File: src/rtl/riscv_immgen_pipe.sv
// -----------------------------------------------------------------------------
// riscv_immgen_pipe
//
// Decodes the immediate field of a RISC-V instruction word and delivers it
// through a two-entry skid buffer. The buffer gives one-cycle latency and full
// throughput, and ready_o never depends combinationally on ready_i.
//
// Parameters
//   XLEN    : immediate width, 32 or 64
//   B_SHIFT : 1 -> B/J immediates are byte offsets (implicit bit0 = 0)
//             0 -> B/J immediates are the raw field sign-extended
//   CNT_W   : width of the saturating illegal-instruction counter
//
// Ports
//   clk_i          : clock, all state changes on rising edge
//   rst_ni         : asynchronous active-low reset
//   valid_i        : instruction_i holds a valid instruction
//   ready_o        : block can accept an instruction (registered)
//   instruction_i  : 32-bit instruction word
//   valid_o        : immediate_o / fmt_o / illegal_o are valid
//   ready_i        : downstream accepts this cycle
//   immediate_o    : sign-/zero-extended immediate
//   fmt_o          : R=0, I=1, S=2, B=3, U=4, J=5, ILLEGAL=7
//   illegal_o      : opcode not decodable
//   illegal_cnt_o  : saturating count of illegal instructions delivered
// -----------------------------------------------------------------------------
module riscv_immgen_pipe #(
    parameter int XLEN    = 64,
    parameter int B_SHIFT = 1,
    parameter int CNT_W   = 16
) (
    input  logic             clk_i,
    input  logic             rst_ni,
    input  logic             valid_i,
    output logic             ready_o,
    input  logic [31:0]      instruction_i,
    output logic             valid_o,
    input  logic             ready_i,
    output logic [XLEN-1:0]  immediate_o,
    output logic [2:0]       fmt_o,
    output logic             illegal_o,
    output logic [CNT_W-1:0] illegal_cnt_o
);

    localparam logic [2:0] FMT_R   = 3'd0;
    localparam logic [2:0] FMT_I   = 3'd1;
    localparam logic [2:0] FMT_S   = 3'd2;
    localparam logic [2:0] FMT_B   = 3'd3;
    localparam logic [2:0] FMT_U   = 3'd4;
    localparam logic [2:0] FMT_J   = 3'd5;
    localparam logic [2:0] FMT_ILL = 3'd7;

    localparam logic [6:0] OP_IMM    = 7'b0010011;
    localparam logic [6:0] OP_LOAD   = 7'b0000011;
    localparam logic [6:0] OP_JALR   = 7'b1100111;
    localparam logic [6:0] OP_IMM32  = 7'b0011011;
    localparam logic [6:0] OP_STORE  = 7'b0100011;
    localparam logic [6:0] OP_BRANCH = 7'b1100011;
    localparam logic [6:0] OP_LUI    = 7'b0110111;
    localparam logic [6:0] OP_AUIPC  = 7'b0010111;
    localparam logic [6:0] OP_JAL    = 7'b1101111;
    localparam logic [6:0] OP_REG    = 7'b0110011;
    localparam logic [6:0] OP_REG32  = 7'b0111011;

    localparam bit IS_RV64 = (XLEN == 64);

    // One decoded result as it travels through the two storage entries.
    typedef struct packed {
        logic [XLEN-1:0] imm;
        logic [2:0]      fmt;
        logic            ill;
    } result_t;

    // -------------------------------------------------------------------------
    // Immediate candidates, all built at 64 bits and truncated to XLEN at the
    // end. Sign-extending to 64 then slicing gives the right XLEN=32 result
    // without zero-width replications.
    // -------------------------------------------------------------------------
    logic [31:0] inst;
    logic [6:0]  opcode;
    logic [2:0]  funct3;

    assign inst   = instruction_i;
    assign opcode = inst[6:0];
    assign funct3 = inst[14:12];

    logic [63:0] imm_i_w;
    logic [63:0] imm_s_w;
    logic [63:0] imm_u_w;
    logic [63:0] imm_b_w;
    logic [63:0] imm_j_w;
    logic [63:0] shamt_w;

    assign imm_i_w = {{52{inst[31]}}, inst[31:20]};
    assign imm_s_w = {{52{inst[31]}}, inst[31:25], inst[11:7]};
    assign imm_u_w = {{32{inst[31]}}, inst[31:12], 12'b0};

    // Shift amounts are unsigned; the funct7 bits above them (e.g. the
    // arithmetic-shift flag in bit 30) must not leak into the immediate.
    generate
        if (IS_RV64) begin : g_shamt64
            assign shamt_w = {58'b0, inst[25:20]};
        end else begin : g_shamt32
            assign shamt_w = {59'b0, inst[24:20]};
        end
    endgenerate

    // Branch and jump offsets: either byte offsets (extra zero LSB) or raw
    // halfword counts, selected at elaboration time.
    logic [11:0] b_field;
    logic [19:0] j_field;

    assign b_field = {inst[31], inst[7], inst[30:25], inst[11:8]};
    assign j_field = {inst[31], inst[19:12], inst[20], inst[30:21]};

    generate
        if (B_SHIFT != 0) begin : g_bj_bytes
            assign imm_b_w = {{51{inst[31]}}, b_field, 1'b0};
            assign imm_j_w = {{43{inst[31]}}, j_field, 1'b0};
        end else begin : g_bj_halfwords
            assign imm_b_w = {{52{inst[31]}}, b_field};
            assign imm_j_w = {{44{inst[31]}}, j_field};
        end
    endgenerate

    // -------------------------------------------------------------------------
    // Format decode
    // -------------------------------------------------------------------------
    logic [63:0] dec_imm_w;
    result_t     dec_result;

    always_comb begin
        dec_imm_w      = 64'd0;
        dec_result.fmt = FMT_ILL;
        dec_result.ill = 1'b1;
        unique case (opcode)
            OP_IMM: begin
                dec_result.fmt = FMT_I;
                dec_result.ill = 1'b0;
                // slli / srli / srai carry a shift amount, not a signed value
                if (funct3 == 3'b001 || funct3 == 3'b101) begin
                    dec_imm_w = shamt_w;
                end else begin
                    dec_imm_w = imm_i_w;
                end
            end
            OP_LOAD, OP_JALR: begin
                dec_result.fmt = FMT_I;
                dec_result.ill = 1'b0;
                dec_imm_w      = imm_i_w;
            end
            OP_IMM32: begin
                if (IS_RV64) begin
                    dec_result.fmt = FMT_I;
                    dec_result.ill = 1'b0;
                    dec_imm_w      = imm_i_w;
                end
            end
            OP_STORE: begin
                dec_result.fmt = FMT_S;
                dec_result.ill = 1'b0;
                dec_imm_w      = imm_s_w;
            end
            OP_BRANCH: begin
                dec_result.fmt = FMT_B;
                dec_result.ill = 1'b0;
                dec_imm_w      = imm_b_w;
            end
            OP_LUI, OP_AUIPC: begin
                dec_result.fmt = FMT_U;
                dec_result.ill = 1'b0;
                dec_imm_w      = imm_u_w;
            end
            OP_JAL: begin
                dec_result.fmt = FMT_J;
                dec_result.ill = 1'b0;
                dec_imm_w      = imm_j_w;
            end
            OP_REG: begin
                dec_result.fmt = FMT_R;
                dec_result.ill = 1'b0;
            end
            OP_REG32: begin
                if (IS_RV64) begin
                    dec_result.fmt = FMT_R;
                    dec_result.ill = 1'b0;
                end
            end
            default: begin
                dec_result.fmt = FMT_ILL;
                dec_result.ill = 1'b1;
            end
        endcase
        dec_result.imm = dec_imm_w[XLEN-1:0];
    end

    // -------------------------------------------------------------------------
    // Two-entry skid buffer
    //   OUT  drives the outputs.
    //   SKID catches the one result accepted while OUT is stalled; while it
    //   is occupied ready_o is low, so at most one extra entry is needed.
    //   Invariant: SKID valid implies OUT valid.
    // -------------------------------------------------------------------------
    logic    out_valid_reg,  out_valid_next;
    result_t out_data_reg,   out_data_next;
    logic    skid_valid_reg, skid_valid_next;
    result_t skid_data_reg,  skid_data_next;
    logic    accept;

    assign ready_o = !skid_valid_reg;
    assign accept  = valid_i && ready_o;

    always_comb begin
        out_valid_next  = out_valid_reg;
        out_data_next   = out_data_reg;
        skid_valid_next = skid_valid_reg;
        skid_data_next  = skid_data_reg;

        if (skid_valid_reg) begin
            // ready_o is low, so nothing is accepted; drain SKID into OUT.
            if (ready_i) begin
                out_data_next   = skid_data_reg;
                skid_valid_next = 1'b0;
            end
        end else if (accept) begin
            if (!out_valid_reg || ready_i) begin
                out_valid_next = 1'b1;
                out_data_next  = dec_result;
            end else begin
                skid_valid_next = 1'b1;
                skid_data_next  = dec_result;
            end
        end else if (ready_i) begin
            out_valid_next = 1'b0;
        end
    end

    always_ff @(posedge clk_i or negedge rst_ni) begin
        if (!rst_ni) begin
            out_valid_reg  <= 1'b0;
            out_data_reg   <= '0;
            skid_valid_reg <= 1'b0;
            skid_data_reg  <= '0;
        end else begin
            out_valid_reg  <= out_valid_next;
            out_data_reg   <= out_data_next;
            skid_valid_reg <= skid_valid_next;
            skid_data_reg  <= skid_data_next;
        end
    end

    // -------------------------------------------------------------------------
    // Illegal-instruction counter: counts delivered (handshaken) illegal
    // results, not accepted ones, and sticks at all-ones.
    // -------------------------------------------------------------------------
    logic [CNT_W-1:0] illegal_cnt_reg, illegal_cnt_next;

    always_comb begin
        illegal_cnt_next = illegal_cnt_reg;
        if (out_valid_reg && ready_i && out_data_reg.ill && (illegal_cnt_reg != '1)) begin
            illegal_cnt_next = illegal_cnt_reg + 1'b1;
        end
    end

    always_ff @(posedge clk_i or negedge rst_ni) begin
        if (!rst_ni) begin
            illegal_cnt_reg <= '0;
        end else begin
            illegal_cnt_reg <= illegal_cnt_next;
        end
    end

    assign valid_o       = out_valid_reg;
    assign immediate_o   = out_data_reg.imm;
    assign fmt_o         = out_data_reg.fmt;
    assign illegal_o     = out_data_reg.ill;
    assign illegal_cnt_o = illegal_cnt_reg;

endmodule

File: config.mk
export PLATFORM = sky130hd
export DESIGN_NAME = riscv_immgen_pipe
export DESIGN_NICKNAME = d
export VERILOG_FILES = /design/src/rtl/riscv_immgen_pipe.sv
export SDC_FILE = /design/constraint.sdc
export NUM_CORES = 1
export LEC_CHECK = 0
export ABC_AREA = 0
export CORE_MARGIN = 3
export CORE_UTILIZATION = 30
export DETAILED_ROUTE_END_ITERATION = 7
export GPL_TIMING_DRIVEN = 0
export PLACE_DENSITY = 0.66
export SLEW_MARGIN = 5
export SYNTH_ARGS = -nofsm -noshare
export SYNTH_HDL_FRONTEND = slang
export SYNTH_SLANG_ARGS = --single-unit
File: constraint.sdc
create_clock -name clk_i -period 1.8 [get_ports clk_i]
set_clock_uncertainty 0.2 [all_clocks]
set_input_delay 0.54 -clock clk_i [delete_from_list [all_inputs] [get_ports clk_i]]
set_output_delay 0.54 -clock clk_i [all_outputs]
set_load 0.02 [all_outputs]
==> Word-level counts from Yosys, hierarchy flattened <==
Cells that the tools add are included.
{ "totals": {"inputBits": 36, "regBits": 154, "out_inout_bits": 86} }
{ "op_classes": {"n_eq_ne": 16, "muxes": 14, "bitwise_logic": 2, "n_addsub": 1, "n_reduce_logical": 18} }
{ "ops": {"columns": ["op", "count"], "rows": [
  ["64-bit one-hot mux with 6 select lines", 1],
  ["68-bit 2-to-1 mux", 4],
  ["64-bit 2-to-1 mux", 1],
  ["7-bit by 6-bit equality test with 1-bit output, second input constant", 4],
  ["4-bit one-hot mux with 6 select lines", 1],
  ["7-bit by 5-bit equality test with 1-bit output, second input constant", 3],
  ["7-bit equality test, second input constant", 3],
  ["16-bit by 1-bit adder with 16-bit output, second input constant", 1],
  ["16-bit inequality test, second input constant", 1],
  ["3-bit AND reduction", 3],
  ["7-bit by 2-bit equality test with 1-bit output, second input constant", 1],
  ["1-bit 2-to-1 mux", 7],
  ["2-bit nonzero test", 3],
  ["1-bit logical AND", 4],
  ["2-bit OR reduction", 2],
  ["4-bit OR reduction", 1],
  ["3-bit by 1-bit equality test with 1-bit output, second input constant", 1],
  ["3-bit equality test, second input constant", 1],
  ["3-bit OR reduction", 1],
  ["1-bit logical NOT", 2],
  ["1-bit logical OR", 2],
  ["2-bit by 1-bit inequality test with 1-bit output, second input constant", 1],
  ["2-bit inequality test, second input constant", 1],
  ["1-bit inverter", 2]
]} }

==> Depth between registers and ports, before layout <==
{ "depth": {"ltp_word": 7, "ltp_mapped": 7} }

==> Least setup slack after synthesis <==
Ideal clock, no wire load.
{ "synth_path": {"path_kind": "input port to flip-flop", "startpoint": "input port instruction_i[2]", "endpoint": "register out_data_reg, in the netlist immediate_o[12]", "stages": 6, "path_slack_ps": -282, "t_arrival_ps": 1800, "setup_time_ps": 82, "t_required_ps": 1518, "path_buffers": 2, "path_cell_list": "buf_6 -> or4b_4 -> o22ai_4 -> o31ai_4 -> buf_6 -> a31oi_2"} }
{ "synth_between": {"elab_chain_len": 6} }
{ "synth_rtl": {"columns": ["item", "line", "text"], "rows": [
  ["start: declaration", "36", "input logic [31:0] instruction_i,"],
  ["7-bit by 5-bit equality test with 1-bit output, or another cell as far along", "136", "unique case (opcode)"],
  ["3-bit OR reduction (no line) / 2-bit OR reduction (equally long branches)", null, null],
  ["64-bit one-hot mux with 6 select lines *", "136", null],
  ["68-bit 2-to-1 mux *", "226", "if (!out_valid_reg || ready_i) begin"],
  ["68-bit 2-to-1 mux *", "225", "end else if (accept) begin"],
  ["68-bit 2-to-1 mux *", "219", "if (skid_valid_reg) begin"],
  ["end signal: assignment", "246", "out_data_reg <= out_data_next;"],
  ["end: declaration", "205", "result_t out_data_reg, out_data_next;"]
]} }
Mark *: on every way between the ends. The rest lies on a longest branch, timed or not. The select of a mux whose other input is x is not followed.
A chain may end at the register's enable or synchronous reset.

==> impl_metrics.tcl <==
set metrics [dict create \
    synth.avg_cell_area_um2 9.55 \
    tritoncts "built" \
    outcome "finished with violations" \
    slew_violations 0 \
    synth-main-ff-cell "dfrtp_1" \
    critical_path_class "reg2out" \
    core_area_mm2 0.0153 \
    largest_register_ffs 36 \
    cap_violations 0 \
    hold_path.class "reg2reg" \
    clk_pin_slew_ps 70 \
    fin_crit_ps 2010 \
    synth_edf_count 0 \
    required_ps 1060 \
    crit_fanout 17 \
    fill_cells 1332 \
    setup_viol 77 \
    syn2layout_area_growth_pct 66.0 \
    cts_buffer_depth 2 \
    num_antenna_cells 0 \
    final-seq-area_mm2 0.00227 \
    first_global_vias 4593 \
    drt-initial-drc-count 368 \
    ys.warnings.count 0 \
    max_freq_mhz 497 \
    synth.distinct_cells 59 \
    syn-cell-area_mm2 0.00474 \
    gp_congestion 0.876 \
    clkSinkCount 90 \
    cp-start-kind "flip-flop" \
    critical_path_arrival_ps 1270 \
    vdd_ir_drop_max_mv 0.504 \
    async_flop_share_pct 100 \
    antenna_found_initial 0 \
    final_util_pct 51.3 \
    drcViolationCount 0 \
    yosysTopAreaCell "dfrtp_1" \
    rsz0062_at_grt "true" \
    gr-total-overflow 0 \
    relSlewSlack_pct 67.2 \
    cts_htree_levels 3 \
    dp_hpwl_um 10600 \
    syn_nets 533 \
    totalWireLength_um 17000 \
    fin_crit_sh_pct 112 \
    layout.cells.non_filler 902 \
    dieWidth_um 132 \
    power.total_mw 7.54 \
    num_vias 4728 \
    placementRows 45 \
    setup_slack_ps -214 \
    clock_latency_ps 340 \
    die_h_um 132 \
    multi_input_area_mm2 0.00275 \
    wl_per_cell_um 18.9 \
    synthTopCellsByArea "dfrtp_1, a31oi_1, buf_4" \
    grt_pass1_wl_um 25100 \
    drt-vias-per-instance 5.24 \
    endpoint_kind "output port" \
    grt_max_degree 63 \
    worst_pin_slew_ps 489 \
    dr.pass1.iters 5 \
    io_pins 122 \
    nets 723 \
    synth_seq_cells 90 \
    violations "setup timing" \
    ys_seq_area_share_pct 47.5 \
    synth_top_area_share_pct 47.5 \
    cellPowerDensity_mw_per_mm2 959 \
    cts-root-buf "clkbuf_16" \
    port-buffer-count 119 \
    dp.cells 827 \
    drtAntennaViolNets 0 \
    grt_usage_pct 17.7 \
    numCtsBuffers 9 \
    timing.hold.ws_ps 274 \
    dieArea_mm2 0.0173 \
    hold_violations 0 \
    initial_core_util_pct 30.9 \
    power.leakage_nw 3.32 \
    drive_above_1_share_pct 47.5 \
    syn-instance-count 496 \
]
synth_stat cells (3+ instances only):
cell / number
clkbuf_1: 21
a31oi_1: 44
inv_1: 4
nor2b_1: 3
nor3_1: 9
nor2_1: 35
nand4_1: 5
nand3_1: 9
nand2_1: 60
a31oi_2: 3
and3_1: 11
nor4_1: 5
mux2_2: 13
dfrtp_1: 90
or3_1: 13
xnor2_1: 3
a21oi_1: 15
xor2_1: 10
buf_4: 34
nand2b_1: 5
buf_2: 4
nand3b_1: 3
o21ai_0: 44
o22ai_1: 13
power by group:
| part | internal [mW] | switching, mW | total [mW] |
|---|---|---|---|
| Clock | 1.15 | 0.799 | 1.95 |
| Combinational | 1.25 | 1.47 | 2.72 |
| Sequential | 2.51 | 0.361 | 2.88 |
through the flow:
| step | setup slack (ps) | cell area, µm² | setup TNS, ps |
|---|---|---|---|
| after CTS | -221 | 7230 | -7600 |
| after global placement | -3580 | 6250 | -385930 |
| final | -214 | 7860 | -8980 |
| after global routing | -234 | 7860 | -11430 |
| after detailed placement | -1250 | 6270 | -94090 |
| after floorplan | -251 | 4790 | -9990 |
cell families (layout without fill, tap and decap cells):
kind of cell    Yosys count  count (layout)  synth area share [%]
mux                      13              13                  3.09
flops                    90              90                  47.5
simple gates            177             177                  20.2
buf+inv                  66             261                  8.35
fa+ha+maj                 1               1                 0.264
xor+xnor                 13              13                  2.40
compound gates          136             136                  18.2
cell usage in the layout (no fill, tap or decap), types with 4 or more instances in the layout:
cell              n
dfrtp_1          76
buf_4            69
buf_6            65
nand2_1          59
o21ai_0          28
nor2_1           27
a31oi_4          26
a31oi_1          21
clkdlybuf4s50_1  21
clkbuf_2         19
buf_2            17
a21oi_1          15
clkdlybuf4s15_1  15
or3_1            13
mux2_2           13
dfrtp_2          13
o22ai_1          12
clkbuf_16        11
and3_1           11
clkdlybuf4s15_2  11
xor2_1           10
o21ai_1           9
o21ai_2           8
buf_12            6
nand3_1           6
nor2_2            6
nand2b_1          5
nand4_1           5
clkbuf_4          5
nor3_2            5
clkbuf_8          4
nor4_4            4
nor3_1            4
cell type report:
type | count | area share (%)
inverter | 4 | 0.191
tap | 211 | 3.36
buffer | 62 | 7.53
clock buffer | 12 | 3.26
multi-input combinational | 340 | 35.0
clock inverter | 4 | 0.637
timing repair buffer | 179 | 21.1
sequential | 90 | 28.9
worst max-delay path, stage by stage (launching register included):
cell and delay, ps:
dfrtp_4 510, buf_12 160, buf_4 140, buf_6 120
per-layer routing:
metal,share of wire [%],track usage (%)
met5,0,0
met4,1.4,3.97
met3,5.7,3.91
met2,51,30.4
met1,41,23.0
path summary, 6_finish.rpt:
path                       cells after the start               from  slack, ps                 to
max                                            3    immediate_o[62]       -210    immediate_o[37]
min                                            2  skid_data_reg[10]        270  skid_data_reg[10]
max reg2reg                                    6     skid_valid_reg        -70    immediate_o[12]
min reg2reg                                    2  skid_data_reg[10]        270  skid_data_reg[10]
max in group asynchronous                      3             rst_ni        240          illegal_o
min in group asynchronous                      2             rst_ni        500   skid_data_reg[1]
what timing repair did:
action,CTS,global route
gates resized for setup,460,138
setup endpoints to repair,176,146
setup buffers,36,21
pin swaps,22,28
cloned,3,0
hold endpoints to repair,28,0
hold buffers,1,0
No activity file was read; power rests on OpenSTA's default activity.
